**config.mk**
```make
export PLATFORM = sky130hd
export DESIGN_NAME = spi_reg_master_flat
export DESIGN_NICKNAME = d
export VERILOG_FILES = /design/src/rtl/rsa_pkg.sv /design/src/rtl/spi_reg_master_if.sv /design/src/rtl/spi_tick_gen.sv /design/src/rtl/spi_reg_master.sv /design/src/flat_wrapper.sv
export SDC_FILE = /design/constraint.sdc
export NUM_CORES = 1
export LEC_CHECK = 0
export ABC_AREA = 1
export CELL_PAD_IN_SITES_DETAIL_PLACEMENT = 2
export CELL_PAD_IN_SITES_GLOBAL_PLACEMENT = 2
export CORE_UTILIZATION = 35
export CTS_BUF_LIST = sky130_fd_sc_hd__clkbuf_4
export DETAILED_ROUTE_END_ITERATION = 12
export DONT_BUFFER_PORTS = 1
export PLACE_DENSITY_LB_ADDON = 0.1
export SYNTH_ARGS = -nofsm -noshare
export SYNTH_HDL_FRONTEND = slang
export SYNTH_SLANG_ARGS = --single-unit
```
**constraint.sdc**
```tcl
create_clock -name clk -period 1.2 [get_ports clk]
set_clock_uncertainty 0.05 [all_clocks]
set_input_delay 0.24 -clock clk [delete_from_list [all_inputs] [get_ports clk]]
set_output_delay 0.24 -clock clk [all_outputs]
set_load 0.01 [all_outputs]
```
**src/rtl/rsa_pkg.sv**
```systemverilog
// Shared definitions for the RSA register-interface SPI master: FSM states,
// frame layout constants, register-map addresses and the frame builder.
package rsa_pkg;

  typedef enum logic [2:0] {
    IDLE  = 3'd0,
    SETUP = 3'd1,
    SHIFT = 3'd2,
    HOLD  = 3'd3,
    GAP   = 3'd4
  } spi_state_e;

  localparam int CMD_WRITE_BIT = 7;
  localparam int FRAME_BITS    = 16;

  localparam logic [2:0] STATUS = 3'd0;
  localparam logic [2:0] CTRL   = 3'd1;
  localparam logic [2:0] P      = 3'd2;
  localparam logic [2:0] E      = 3'd3;
  localparam logic [2:0] M      = 3'd4;
  localparam logic [2:0] CONST  = 3'd5;
  localparam logic [2:0] C      = 3'd6;

  // Command byte carries the zero-extended address with the write flag on top;
  // reads send an all-zero data byte.
  function automatic logic [FRAME_BITS-1:0] build_frame(input logic       write,
                                                        input logic [7:0] addr,
                                                        input logic [7:0] wdata);
    logic [7:0] cmd;
    cmd                = addr;
    cmd[CMD_WRITE_BIT] = write;
    return {cmd, (write ? wdata : 8'h00)};
  endfunction

endpackage

```
**src/rtl/spi_reg_master_if.sv**
```systemverilog
// Request/response port of the SPI register master.
interface spi_reg_master_if #(
  parameter int ADDR_W = 3,
  parameter int REG_W  = 8
);
  logic              req_valid;
  logic              req_ready;
  logic              req_write;
  logic [ADDR_W-1:0] req_addr;
  logic [REG_W-1:0]  req_wdata;
  logic              rsp_valid;
  logic [REG_W-1:0]  rsp_rdata;
  logic              busy;

  modport master (
    output req_valid, req_write, req_addr, req_wdata,
    input  req_ready, rsp_valid, rsp_rdata, busy
  );

  modport slave (
    input  req_valid, req_write, req_addr, req_wdata,
    output req_ready, rsp_valid, rsp_rdata, busy
  );
endinterface

```
**src/rtl/spi_tick_gen.sv**
```systemverilog
// Half-period divider: one-cycle tick every CLK_DIV clocks, restartable by clr.
module spi_tick_gen #(
  parameter int CLK_DIV = 2
) (
  input  logic clk,
  input  logic rst_n,
  input  logic clr,
  output logic tick
);
  localparam int CNT_W = (CLK_DIV > 1) ? $clog2(CLK_DIV) : 1;
  localparam logic [CNT_W-1:0] LAST = CNT_W'(CLK_DIV - 1);

  logic [CNT_W-1:0] cnt_r;

  assign tick = (cnt_r == LAST);

  // divider counter, reloaded on every tick and on clear
  always_ff @(posedge clk or negedge rst_n) begin
    if (!rst_n) begin
      cnt_r <= {CNT_W{1'b0}};
    end else if (clr || tick) begin
      cnt_r <= {CNT_W{1'b0}};
    end else begin
      cnt_r <= cnt_r + CNT_W'(1);
    end
  end
endmodule

```
**src/rtl/spi_reg_master.sv**
```systemverilog
// SPI mode-0 master issuing 16-bit single-register write/read frames
// (command byte then data byte) to the chip's register slave.
module spi_reg_master
  import rsa_pkg::*;
#(
  parameter int ADDR_W  = 3,
  parameter int REG_W   = 8,
  parameter int CLK_DIV = 2
) (
  input  logic            clk,
  input  logic            rst_n,
  spi_reg_master_if.slave bus,
  output logic            spi_cs_n,
  output logic            spi_clk,
  output logic            spi_mosi,
  input  logic            spi_miso
);
  localparam int CMD_W = FRAME_BITS - REG_W;

  spi_state_e            state_r, state_s;
  logic                  tick_s, load_s, rise_s, fall_s, done_s, open_s;
  logic [FRAME_BITS-1:0] frame_r;
  logic [3:0]            bit_cnt_r;
  logic [REG_W-1:0]      rx_r, rsp_rdata_r;
  logic                  cs_n_r, sclk_r, ready_r, busy_r, rsp_valid_r;

  spi_tick_gen #(.CLK_DIV(CLK_DIV)) u_tick (
    .clk   (clk),
    .rst_n (rst_n),
    .clr   (load_s),
    .tick  (tick_s)
  );

  // FSM state register
  always_ff @(posedge clk or negedge rst_n) begin
    if (!rst_n) begin
      state_r <= IDLE;
    end else begin
      state_r <= state_s;
    end
  end

  // next state and one-cycle datapath strobes
  always_comb begin
    state_s = state_r;
    load_s  = 1'b0;
    rise_s  = 1'b0;
    fall_s  = 1'b0;
    done_s  = 1'b0;
    open_s  = 1'b0;
    case (state_r)
      IDLE: begin
        if (bus.req_valid && ready_r) begin
          state_s = SETUP;
          load_s  = 1'b1;
        end else begin
          state_s = IDLE;
        end
      end
      SETUP: begin
        if (tick_s) begin
          state_s = SHIFT;
          rise_s  = 1'b1;
        end else begin
          state_s = SETUP;
        end
      end
      SHIFT: begin
        if (tick_s && sclk_r) begin
          fall_s  = 1'b1;
          state_s = (bit_cnt_r == 4'd0) ? HOLD : SHIFT;
        end else if (tick_s) begin
          rise_s  = 1'b1;
        end else begin
          state_s = SHIFT;
        end
      end
      HOLD: begin
        if (tick_s) begin
          state_s = GAP;
          done_s  = 1'b1;
        end else begin
          state_s = HOLD;
        end
      end
      GAP: begin
        if (tick_s) begin
          state_s = IDLE;
          open_s  = 1'b1;
        end else begin
          state_s = GAP;
        end
      end
      default: begin
        state_s = IDLE;
      end
    endcase
  end

  // MOSI is frame_r's MSB; shifting in zeros leaves the line low after bit 0
  always_ff @(posedge clk or negedge rst_n) begin
    if (!rst_n) begin
      frame_r     <= {FRAME_BITS{1'b0}};
      bit_cnt_r   <= 4'd0;
      rx_r        <= {REG_W{1'b0}};
      rsp_rdata_r <= {REG_W{1'b0}};
      cs_n_r      <= 1'b1;
      sclk_r      <= 1'b0;
      ready_r     <= 1'b1;
      busy_r      <= 1'b0;
      rsp_valid_r <= 1'b0;
    end else begin
      if (load_s) begin
        frame_r   <= build_frame(bus.req_write, CMD_W'(bus.req_addr), bus.req_wdata);
        bit_cnt_r <= 4'(FRAME_BITS - 1);
        cs_n_r    <= 1'b0;
        ready_r   <= 1'b0;
        busy_r    <= 1'b1;
      end else if (rise_s) begin
        sclk_r <= 1'b1;
        rx_r   <= {rx_r[REG_W-2:0], spi_miso};
      end else if (fall_s) begin
        sclk_r  <= 1'b0;
        frame_r <= {frame_r[FRAME_BITS-2:0], 1'b0};
        if (bit_cnt_r != 4'd0) begin
          bit_cnt_r <= bit_cnt_r - 4'd1;
        end
      end else if (done_s) begin
        cs_n_r      <= 1'b1;
        rsp_rdata_r <= rx_r;
      end else if (open_s) begin
        ready_r <= 1'b1;
        busy_r  <= 1'b0;
      end
      rsp_valid_r <= done_s;
    end
  end

  assign spi_cs_n      = cs_n_r;
  assign spi_clk       = sclk_r;
  assign spi_mosi      = frame_r[FRAME_BITS-1];
  assign bus.req_ready = ready_r;
  assign bus.busy      = busy_r;
  assign bus.rsp_valid = rsp_valid_r;
  assign bus.rsp_rdata = rsp_rdata_r;
endmodule

```
**src/flat_wrapper.sv**
```systemverilog
// flat-port wrapper written by rule: the top's interface ports become plain ports
module spi_reg_master_flat import rsa_pkg::*;
#(
  parameter int ADDR_W  = 3,
  parameter int REG_W   = 8,
  parameter int CLK_DIV = 2
)
  (clk, rst_n, spi_cs_n, spi_clk, spi_mosi, spi_miso, bus_req_valid, bus_req_write, bus_req_addr, bus_req_wdata, bus_req_ready, bus_rsp_valid, bus_rsp_rdata, bus_busy);
  spi_reg_master_if #(.ADDR_W(ADDR_W), .REG_W(REG_W)) bus_i ();
  input  logic clk;
  input  logic rst_n;
  output logic spi_cs_n;
  output logic spi_clk;
  output logic spi_mosi;
  input  logic spi_miso;
  input wire logic [$bits(bus_i.req_valid)-1:0] bus_req_valid;
  input wire logic [$bits(bus_i.req_write)-1:0] bus_req_write;
  input wire logic [$bits(bus_i.req_addr)-1:0] bus_req_addr;
  input wire logic [$bits(bus_i.req_wdata)-1:0] bus_req_wdata;
  output wire logic [$bits(bus_i.req_ready)-1:0] bus_req_ready;
  output wire logic [$bits(bus_i.rsp_valid)-1:0] bus_rsp_valid;
  output wire logic [$bits(bus_i.rsp_rdata)-1:0] bus_rsp_rdata;
  output wire logic [$bits(bus_i.busy)-1:0] bus_busy;
  assign bus_i.req_valid = bus_req_valid;
  assign bus_i.req_write = bus_req_write;
  assign bus_i.req_addr = bus_req_addr;
  assign bus_i.req_wdata = bus_req_wdata;
  assign bus_req_ready = bus_i.req_ready;
  assign bus_rsp_valid = bus_i.rsp_valid;
  assign bus_rsp_rdata = bus_i.rsp_rdata;
  assign bus_busy = bus_i.busy;
  spi_reg_master #(.ADDR_W(ADDR_W), .REG_W(REG_W), .CLK_DIV(CLK_DIV)) u_core (.clk(clk), .rst_n(rst_n), .bus(bus_i), .spi_cs_n(spi_cs_n), .spi_clk(spi_clk), .spi_mosi(spi_mosi), .spi_miso(spi_miso));
endmodule
```
After elaboration in Yosys (flattened, before gate mapping) --
Index checks and enable logic that the tools add are counted.
Storage, ports and cells: memories kept 0, output and inout bits 14, ROM bits 0, latch bits 0, word-level logic and storage cells 84, flip-flop bits (word level) 45, input port bits 16, bits in writable memories 0
Cells by class: multiplexer cells 42, $lt $le $gt $ge 0, multiply operators 0, reduce and logical (&&, ||, !) cells 18, div/mod/pow operators 0, bitwise logic cells 3, $add $sub $neg 2, eq/ne operators 8, shifts and indexed selects 0
Operator list (count):
- $mux W16 | 3
- $mux W1 | 27
- $mux W4 | 4
- $pmux W3 S5 | 1
- $mux W3 | 4
- $reduce_bool A2 Y1 | 5
- $mux W8 | 1
- $reduce_and A4 Y1 | 2
- $eq A3 B2 Y1 const B | 2
- $ne A2 B2 Y1 const B | 3
- $reduce_and A2 Y1 | 3
- $reduce_and A3 Y1 | 2
- $logic_not A4 Y1 | 1
- $reduce_bool A4 Y1 | 1
- $sub A4 B1 Y4 const B | 1
- $eq A3 B1 Y1 const B | 1
- $eq A3 B3 Y1 const B | 1
- $logic_not A3 Y1 | 1
- $ne A3 B2 Y1 const B | 1
- $not A1 Y1 | 3
- $logic_and A1 B1 Y1 | 2
- $mux W2 | 1
- $pmux W1 S2 | 1
- $add A1 B1 Y1 const B | 1
- $logic_or A1 B1 Y1 | 1

Longest topological paths before layout --
Gate-level depths: netlist of the first run.
depth after elaboration 7, depth in mapped cells 8, gate-level depth less buffers 7

Cells and area by module --
Synthesis of the first run repeated with hierarchy kept, for this count alone.
Second synthesis, totals: cell total of the unflattened synthesis 256, area, all modules 2058.2 um2
Modules (own cells, without submodules):
- spi_reg_master | times used 1, area each 2029.4 um2, cells an instance 254
- spi_tick_gen | times used 1, area each 28.8 um2, cells an instance 2

Worst setup path after synthesis of the first run --
No wires, ideal clock.
path type reg2reg, from register u_core.ready_r (netlist: u_core.bus.req_ready), to register u_core.frame_r[10], data arrival time 1.155 ns, buffers on the path 2, stages on the path, launching flop included 8, required time 1.026 ns, library setup time 0.124 ns, setup slack -0.130 ns, cells stage by stage dfstp_2 > nand2_1 > inv_1 > nand3_2 > buf_4 > buf_6 > nand3_1 > nand3_1
Between the ends: word-level cells in the longest chain between the ends 5, elaborated cells on any way between the ends 7, those cells by class eq/ne (1); mux (3); reduce/logical (3)
RTL lines:
- start: declaration | line spi_reg_master.sv:25 | logic cs_n_r, sclk_r, ready_r, busy_r, rsp_valid_r;
- start signal: assignment | line spi_reg_master.sv:109 | ready_r <= 1'b1;
- start signal: assignment | line spi_reg_master.sv:117 | ready_r <= 1'b0;
- start signal: assignment | line spi_reg_master.sv:132 | ready_r <= 1'b1;
- $logic_and A1 B1 Y1 (*) | line spi_reg_master.sv:53 | if (bus.req_valid && ready_r) begin
- $mux W1 (*) | line spi_reg_master.sv:53
- $mux W1 (*) | line spi_reg_master.sv:51 | case (state_r)
- $ne A2 B2 Y1 (no line) / $reduce_bool A2 Y1 (equally long branches)
- $reduce_and A2 Y1 (no line)
- end signal: assignment | line spi_reg_master.sv:103 | frame_r <= {FRAME_BITS{1'b0}};
- end signal: assignment | line spi_reg_master.sv:114 | frame_r <= build_frame(bus.req_write, CMD_W'(bus.req_addr), bus.req_wdata);
- end signal: assignment | line spi_reg_master.sv:124 | frame_r <= {frame_r[FRAME_BITS-2:0], 1'b0};
- end: declaration | line spi_reg_master.sv:22 | logic [FRAME_BITS-1:0] frame_r;
Every way passes the cells marked *; elsewhere a longest branch is shown, timed or not. A chain may end at the register's enable or synchronous reset.

Final worst setup path of the first run --
from register u_core.state_r[0], to register u_core.frame_r[10]
Between the ends: word-level cells in the longest chain between the ends 4, elaborated cells on any way between the ends 10, those cells by class eq/ne (3); mux (4); reduce/logical (3)
RTL lines:
- start: declaration | line spi_reg_master.sv:20 | spi_state_e state_r, state_s;
- start signal: assignment | line spi_reg_master.sv:39 | state_r <= state_s;
- $eq A3 B2 Y1, or another cell as far along | line spi_reg_master.sv:51
- $pmux W1 S2 / $mux W1 (equally long branches) | line spi_reg_master.sv:51
- $ne A2 B2 Y1 (no line) / $reduce_bool A2 Y1 (equally long branches)
- $reduce_and A2 Y1 (no line)
Several ways; a longest one is shown, not always the timed one.

==> flow_metrics.py, run 1 <==
metrics = {
    "pwr": {
        "ir_drop_v": 0.000599,
        "finalPower_uw": 2560,
        "p_leak_uw": 0.00152,
        "p_per_area_nw_per_um2": 894,
    },
    "drt": {
        "drt-met1-wl_um": 2900,
        "drc": 0,
        "drtIter0Drc": 22,
        "top_layer": "met4",
        "post_drt_wl_per_cell_um": 17.8,
        "via_per_inst": 5.01,
        "wl_met2_um": 3560,
        "vias": 1898,
        "drtAntennaViolNets": 0,
        "routed_wl_um": 6760,
        "dr_wl_met3_um": 193,
        "dr.pass1.iters": 4,
    },
    "worst_setup_path": {
        "crit_path_start_kind": "register",
        "path_cells": "inv_2 -> nand2_2 -> nor2_4 -> buf_12 -> nand2_4 -> buf_6 -> nand3_2 -> nand3_1",
        "worstPathMaxFanout": 5,
        "required_ns": 1.40,
        "end_kind": "register",
        "arrival_ns": 1.64,
        "worstSetupPathType": "register to register",
        "slowest_delay_ns": 0.44,
        "crit_slowest_cell": "dfrtp_1",
    },
    "global_route": {
        "grt_overflow_total": 0,
        "grt_pass1_wl_um": 10200,
        "grt_max_degree": 46,
        "grt_pass1_vias": 2121,
        "antenna_found_initial": 0,
        "grtUsageTotal_pct": 21.3,
    },
    "timing": {
        "setup_slack_ns": -0.242,
        "slew_viol_final": 0,
        "hold_ws_ns": -0.512,
        "period_share_pct": 120,
        "fin_crit_ns": 1.44,
        "slew_headroom_pct": 80.0,
        "tightest_slew_ns": 0.299,
        "final_hold_viol_count": 45,
        "rsz0062_at_grt": "yes",
        "max_freq_mhz": 693,
        "final-setup-viol-count": 48,
    },
    "floorplan": {
        "initial_core_util_pct": 36.2,
        "coreArea_um2": 5890,
        "die_h_um": 80.1,
        "die_w_um": 80.1,
        "rows": 28,
        "pin_count": 30,
        "die-area_um2": 6410,
    },
    "clock_network": {
        "htree_levels": 2,
        "cts_root_buf": "clkbuf_4",
        "clock_path_buffers": 2,
        "clk_pin_slew_ns": 0.15,
        "clock-sinks": 45,
        "postCtsHoldBufs": 6,
        "cts_buffers": 5,
        "clkLatencyLatePin_ns": 0.37,
        "cts_tree": "built",
    },
    "job": {
        "maxCapViolCount": 0,
    },
    "finish": {
        "drive_gt1_share_pct": 34.2,
        "finish.utilization_pct": 48.7,
        "num-nets-final": 320,
        "area_delta_synth_final_pct": 34.4,
        "diodes": 0,
    },
    "synthesis": {
        "ys_seq_elements": 45,
        "synth.distinct_cells": 26,
        "syn-cell-area_um2": 2130,
        "synthesis.nets": 278,
        "syn_avg_cell_area_um2": 8.17,
        "ys_warn_count": 0,
        "ys_seq_area_share_pct": 52.9,
        "syn_inst": 261,
    },
    "place": {
        "hpwl_um": 4010,
        "port_buffers": 0,
        "place.gp.congestion": 0.708,
    },
    "run_status": {
        "violations": "hold timing, setup timing",
        "status": "complete, but fails checks",
    },
    "worst_hold_path": {
        "hold_path.class": "primary input to asynchronous set/reset pin",
    },
}
[layout make-up]
cell class	instances	area, um2
repair buffers	44	432
fillers	652	3020
flip-flops and latches	45	1130
clock buffers	6	45.0
well taps	75	93.8
clock inverters	2	33.8
multi-input cells	188	1050
inverters	19	83.8
[per-layer routing]
layer | track usage [%] | vias up
li1 | - | 911
met1 | 25.9 | 945
met2 | 38.2 | 29
met3 | 4.20 | 13
met4 | 5.36 | 0
met5 | 0 | -
[cells by family (layout without fill, tap and decap cells)]
group,after synthesis,count (layout),share of synthesized area [%]
simple gates,178,179,37.1
flops,45,45,52.9
buf+inv,29,71,7.04
compound gates,8,8,2.35
fa+ha+maj,1,1,0.586
[critical path, delay by kind of cell (launching register included)]
kind,cells,cell delay (ns)
buffers and inverters,3,0.38
flip-flops,1,0.44
AND/OR/NAND/NOR,5,0.45
[power breakdown]
group / leakage (uW) / internal (uW) / switching, uW / total (uW)
Combinational: 0.000904 / 26.5 / 19.0 / 45.5
Clock: 0.0000433 / 457 / 514 / 971
Sequential: 0.000576 / 1530 / 15.7 / 1550
[synthesized netlist by cell type]
| library cell | number | share of area (%) |
|---|---|---|
| nand3_4 | 1 | 0.82 |
| inv_2 | 3 | 0.53 |
| inv_1 | 15 | 2.6 |
| nor3_1 | 1 | 0.23 |
| buf_6 | 4 | 2.1 |
| ha_1 | 1 | 0.59 |
| dfrtp_1 | 43 | 50 |
| o21a_1 | 1 | 0.35 |
| nor2_2 | 1 | 0.29 |
| dfstp_2 | 2 | 2.5 |
| buf_2 | 3 | 0.70 |
| or2_2 | 1 | 0.29 |
| nand3_2 | 3 | 1.4 |
| nor2_1 | 2 | 0.35 |
| nand2_2 | 3 | 0.88 |
| nand4_1 | 3 | 0.88 |
| clkbuf_1 | 1 | 0.18 |
| a21oi_1 | 1 | 0.23 |
| nor2_4 | 4 | 2.1 |
| o21bai_1 | 1 | 0.35 |
| buf_4 | 2 | 0.70 |
| o211ai_1 | 2 | 0.70 |
| clkinv_1 | 1 | 0.18 |
| nand3_1 | 32 | 7.5 |
| o21ai_0 | 3 | 0.70 |
| nand2_1 | 127 | 22 |
[per-stage QoR]
stage	instance area, um2	setup WS [ns]	hold slack, ns	TNS (ns)	instances
final	2870	-0.242	-0.512	-7.80	379
after CTS	2700	-0.179	-0.514	-5.52	373
after floorplan	2140	-0.0966	-0.106	-1.14	261
after global routing	2870	-0.330	-0.543	-11.73	379
after global placement	2380	-0.175	-0.105	-4.34	354
after detailed placement	2380	-0.235	-0.104	-5.85	354
[timing repair]
item / in CTS / in global routing
buffers inserted: 4 / 6
setup endpoints to repair: 48 / 48
hold endpoints to repair: 50 / 45
pin swaps: 22 / 16
cloned: 1 / 1
gates resized for setup: 43 / 27
[worst paths after layout]
path | from | endpoint | slack [ns] | depth (start not counted)
max | u_core.state_r[0]$_DFFE_PN0P_ | u_core.frame_r[10]$_DFFE_PN0P_ | -0.24 | 8
min | rst_n | u_core.rx_r[7]$_DFFE_PN0N_ | -0.51 | 0
max reg2reg | u_core.state_r[0]$_DFFE_PN0P_ | u_core.frame_r[10]$_DFFE_PN0P_ | -0.24 | 8
min reg2reg | u_core.frame_r[12]$_DFFE_PN0P_ | u_core.frame_r[12]$_DFFE_PN0P_ | 0.45 | 2
max in group asynchronous | rst_n | u_core.spi_cs_n$_DFFE_PN1P_ | 1.41 | 0
min in group clk | bus_req_write | u_core.frame_r[15]$_DFFE_PN0P_ | 0.10 | 4
[layout by cell type, fill, tap and decap left out, types with 3 or more instances in the layout]
master / Yosys / routed
nor2_4: 4 / 5
inv_4: 0 / 3
clkbuf_4: 0 / 6
nand3_4: 1 / 3
nand4_1: 3 / 3
nand2_4: 0 / 5
dfrtp_1: 43 / 41
dlygate4sd3_1: 0 / 6
nand2_1: 127 / 111
nand3_1: 32 / 17
inv_1: 15 / 13
buf_6: 4 / 17
nand2_2: 3 / 14
nand3_2: 3 / 16
buf_4: 2 / 18
[sequential cells by signal (all words and copies together) (netlist names)]
signal / flops
u_core.bit_cnt_r: 4
u_core.bus.req_ready: 1
u_core.state_r: 3
u_core.frame_r: 16
u_core.bus.rsp_valid: 1
u_core.rx_r: 8
u_core.u_tick.tick: 1
u_core.bus.busy: 1
u_core.bus.rsp_rdata: 8
u_core.spi_cs_n: 1
u_core.spi_clk: 1
Power figures use the tool's default switching activity.
==> run 2, diff against run 1 <==
--- a/config.mk
+++ b/config.mk
@@ -8,6 +8,7 @@
 export ABC_AREA = 1
 export CELL_PAD_IN_SITES_DETAIL_PLACEMENT = 2
 export CELL_PAD_IN_SITES_GLOBAL_PLACEMENT = 2
+export CORE_MARGIN = 1.5
 export CORE_UTILIZATION = 35
 export CTS_BUF_LIST = sky130_fd_sc_hd__clkbuf_4
 export DETAILED_ROUTE_END_ITERATION = 12
==> run 2 against run 1 <==
Against the previous run: critical path depth did not move; combinational power rose by 18%; worst hold slack worse by 0.017 ns; the run still ends with hold timing, setup timing left; clock-buffer cell count is 2 higher; core utilization rose by 5.7 points; flip-flop and latch count stayed put; non-clock buffer count grew 13.
==> flow_metrics.py, run 2 (synthesized netlist as in run 1, its figures left out) <==
metrics = {
    "drt": {
        "routed_wl_um": 9700,
        "wl_met2_um": 5130,
        "drt-met1-wl_um": 3900,
        "post_drt_wl_per_cell_um": 24.7,
        "drtIter0Drc": 69,
        "top_layer": "met4",
        "via_per_inst": 5.35,
        "drc": 0,
        "vias": 2097,
        "dr.pass1.iters": 4,
        "drtAntennaViolNets": 0,
        "dr_wl_met3_um": 362,
    },
    "job": {
        "maxCapViolCount": 0,
    },
    "worst_setup_path": {
        "crit_path_start": "u_core.state_r[0]$_DFFE_PN0P_",
        "worstPathMaxFanout": 7,
        "rrSetupSlack_ns": -0.43,
        "required_ns": 1.43,
        "crit_path_start_kind": "register",
        "r2r_end": "u_core.frame_r[6]$_DFFE_PN0P_",
        "end_kind": "register",
        "rr_worst_depth": 8,
        "critical_path_buf_inv_count": 2,
        "crit_family": "simple AND/OR/NAND/NOR gates",
        "worstSetupPathType": "register to register",
        "crit_slowest_cell": "dfrtp_1",
        "crit_top_cell": "nand2_2",
        "r2r_start": "u_core.state_r[0]$_DFFE_PN0P_",
        "endpoint": "u_core.frame_r[6]$_DFFE_PN0P_",
        "arrival_ns": 1.87,
        "crit_cells": 8,
        "path_cells": "buf_4 -> nor2_4 -> nand3_4 -> buf_8 -> nand2_4 -> nand2_2 -> nand2_1 -> nand2_2",
        "slowest_delay_ns": 0.46,
    },
    "timing": {
        "hold_ws_ns": -0.529,
        "final-setup-viol-count": 47,
        "setup_slack_ns": -0.434,
        "slew_viol_final": 0,
        "period_share_pct": 136,
        "rsz0062_at_grt": "yes",
        "tightest_slew_ns": 0.239,
        "fin_crit_ns": 1.63,
        "slew_headroom_pct": 84.1,
        "final_hold_viol_count": 45,
        "max_freq_mhz": 612,
    },
    "floorplan": {
        "coreArea_um2": 5890,
        "pin_count": 30,
        "die_w_um": 81.1,
        "die-area_um2": 6570,
        "die_h_um": 81.1,
        "rows": 28,
        "initial_core_util_pct": 36.2,
    },
    "clock_network": {
        "clkLatencyLatePin_ns": 0.38,
        "cts_tree": "built",
        "cts_root_buf": "clkbuf_4",
        "cts_buffers": 5,
        "clk_pin_slew_ns": 0.15,
        "clock-sinks": 45,
        "postCtsHoldBufs": 6,
        "clock_path_buffers": 2,
        "htree_levels": 2,
    },
    "finish": {
        "area_delta_synth_final_pct": 50.0,
        "finish.utilization_pct": 54.4,
        "diodes": 0,
        "mostFrequentLayoutCells": "78 x nand2_1, 42 x nand2_2, 41 x dfrtp_1, 22 x buf_6, 21 x buf_4",
        "final_common_cell": "nand2_1",
        "finalNonFillerCells": 392,
        "drive_gt1_share_pct": 49.8,
        "largest_reg_flops": 16,
        "largest-register": "u_core.frame_r",
        "num-nets-final": 333,
    },
    "pwr": {
        "p_switching_uw": 588,
        "p_int_uw": 1860,
        "p_leak_uw": 0.00165,
        "clockPowerShare_pct": 34.6,
        "power_frac_seq_pct": 63.2,
        "ir_drop_v": 0.000544,
        "combPwrFrac_pct": 2.2,
        "switching_share_pct": 24.0,
        "p_per_area_nw_per_um2": 765,
    },
    "global_route": {
        "antenna_found_initial": 0,
        "grt_max_degree": 46,
        "grtUsageTotal_pct": 23.5,
        "grt_pass1_wl_um": 11400,
        "grt_pass1_vias": 2177,
        "grt_overflow_total": 0,
    },
    "worst_hold_path": {
        "hold_path.class": "primary input to asynchronous set/reset pin",
    },
    "place": {
        "port_buffers": 0,
        "place.gp.congestion": 0.740,
        "placed_cells": 357,
        "hpwl_um": 4160,
    },
    "run_status": {
        "status": "complete, but fails checks",
        "violations": "hold timing, setup timing",
    },
}
run 2: cell types whose count changed in the layout (fill, tap and decap cells not counted), moves of 4 or more:
| cell | change |
|---|---|
| buf_6 | +5 |
| nand2_1 | -33 |
| nand2_4 | +5 |
| nand3_4 | +4 |
| nand2_2 | +28 |
run 2: worst min path at each step:
| stage | slack, ns | startpoint | end |
|---|---|---|---|
| global route | -0.54 | rst_n | u_core.frame_r[10]$_DFFE_PN0P_ |
| global placement | -0.10 | rst_n | u_core.frame_r[12]$_DFFE_PN0P_ |
| CTS | -0.52 | rst_n | u_core.frame_r[11]$_DFFE_PN0P_ |
| floorplan | -0.11 | rst_n | u_core.bit_cnt_r[0]$_DFFE_PN0P_ |
| detailed placement | -0.10 | rst_n | u_core.frame_r[11]$_DFFE_PN0P_ |
| finish | -0.53 | rst_n | u_core.frame_r[12]$_DFFE_PN0P_ |
run 2: cell type report:
cell class / count / area (um2)
Multi-Input combinational cell: 188 / 1220
Fill cell: 605 / 2690
Inverter: 19 / 81.3
Timing Repair Buffer: 57 / 616
Clock buffer: 8 / 60.1
Tap cell: 75 / 93.8
Sequential cell: 45 / 1130
run 2: per-stage QoR:
| stage | TNS [ns] | cell area, um2 | total power (uW) | setup WS [ns] |
|---|---|---|---|---|
| after floorplan | -1.14 | 2140 | 1590 | -0.0966 |
| after global placement | -4.14 | 2410 | 1590 | -0.161 |
| after detailed placement | -6.23 | 2410 | 1600 | -0.210 |
| after CTS | -5.31 | 2810 | 2410 | -0.200 |
| after global routing | -13.15 | 3200 | 2490 | -0.454 |
| final | -11.65 | 3200 | 2450 | -0.434 |
run 2: routing by layer:
metal / track usage (%) / vias up
met2: 43.0 / 52
met5: 0 / -
met4: 7.24 / 0
met1: 27.6 / 1088
li1: - / 934
met3: 4.49 / 23
run 2: power by group through the flow:
stage / clock [uW] / combinational, uW / sequential [uW]
floorplan: 0 / 24.0 / 1570
global route: 886 / 57.4 / 1550
global placement: 0 / 22.8 / 1570
CTS: 823 / 44.0 / 1540
finish: 848 / 53.6 / 1550
detailed placement: 0 / 25.4 / 1570
run 2: worst register-to-register path, cell delays in order (launching register included):
cell	delay, ns
dfrtp_1	0.46
buf_4	0.17
nor2_4	0.16
nand3_4	0.16
buf_8	0.19
nand2_4	0.06
nand2_2	0.06
nand2_1	0.13
nand2_2	0.09
run 2: repair_timing:
| action | in CTS | in global routing |
|---|---|---|
| setup endpoints to repair | 48 | 48 |
| endpoints found under the hold margin | 50 | 45 |
| pin swaps | 20 | 26 |
| gates cloned | 0 | 2 |
| setup buffers | 9 | 12 |
| resized for setup | 61 | 75 |
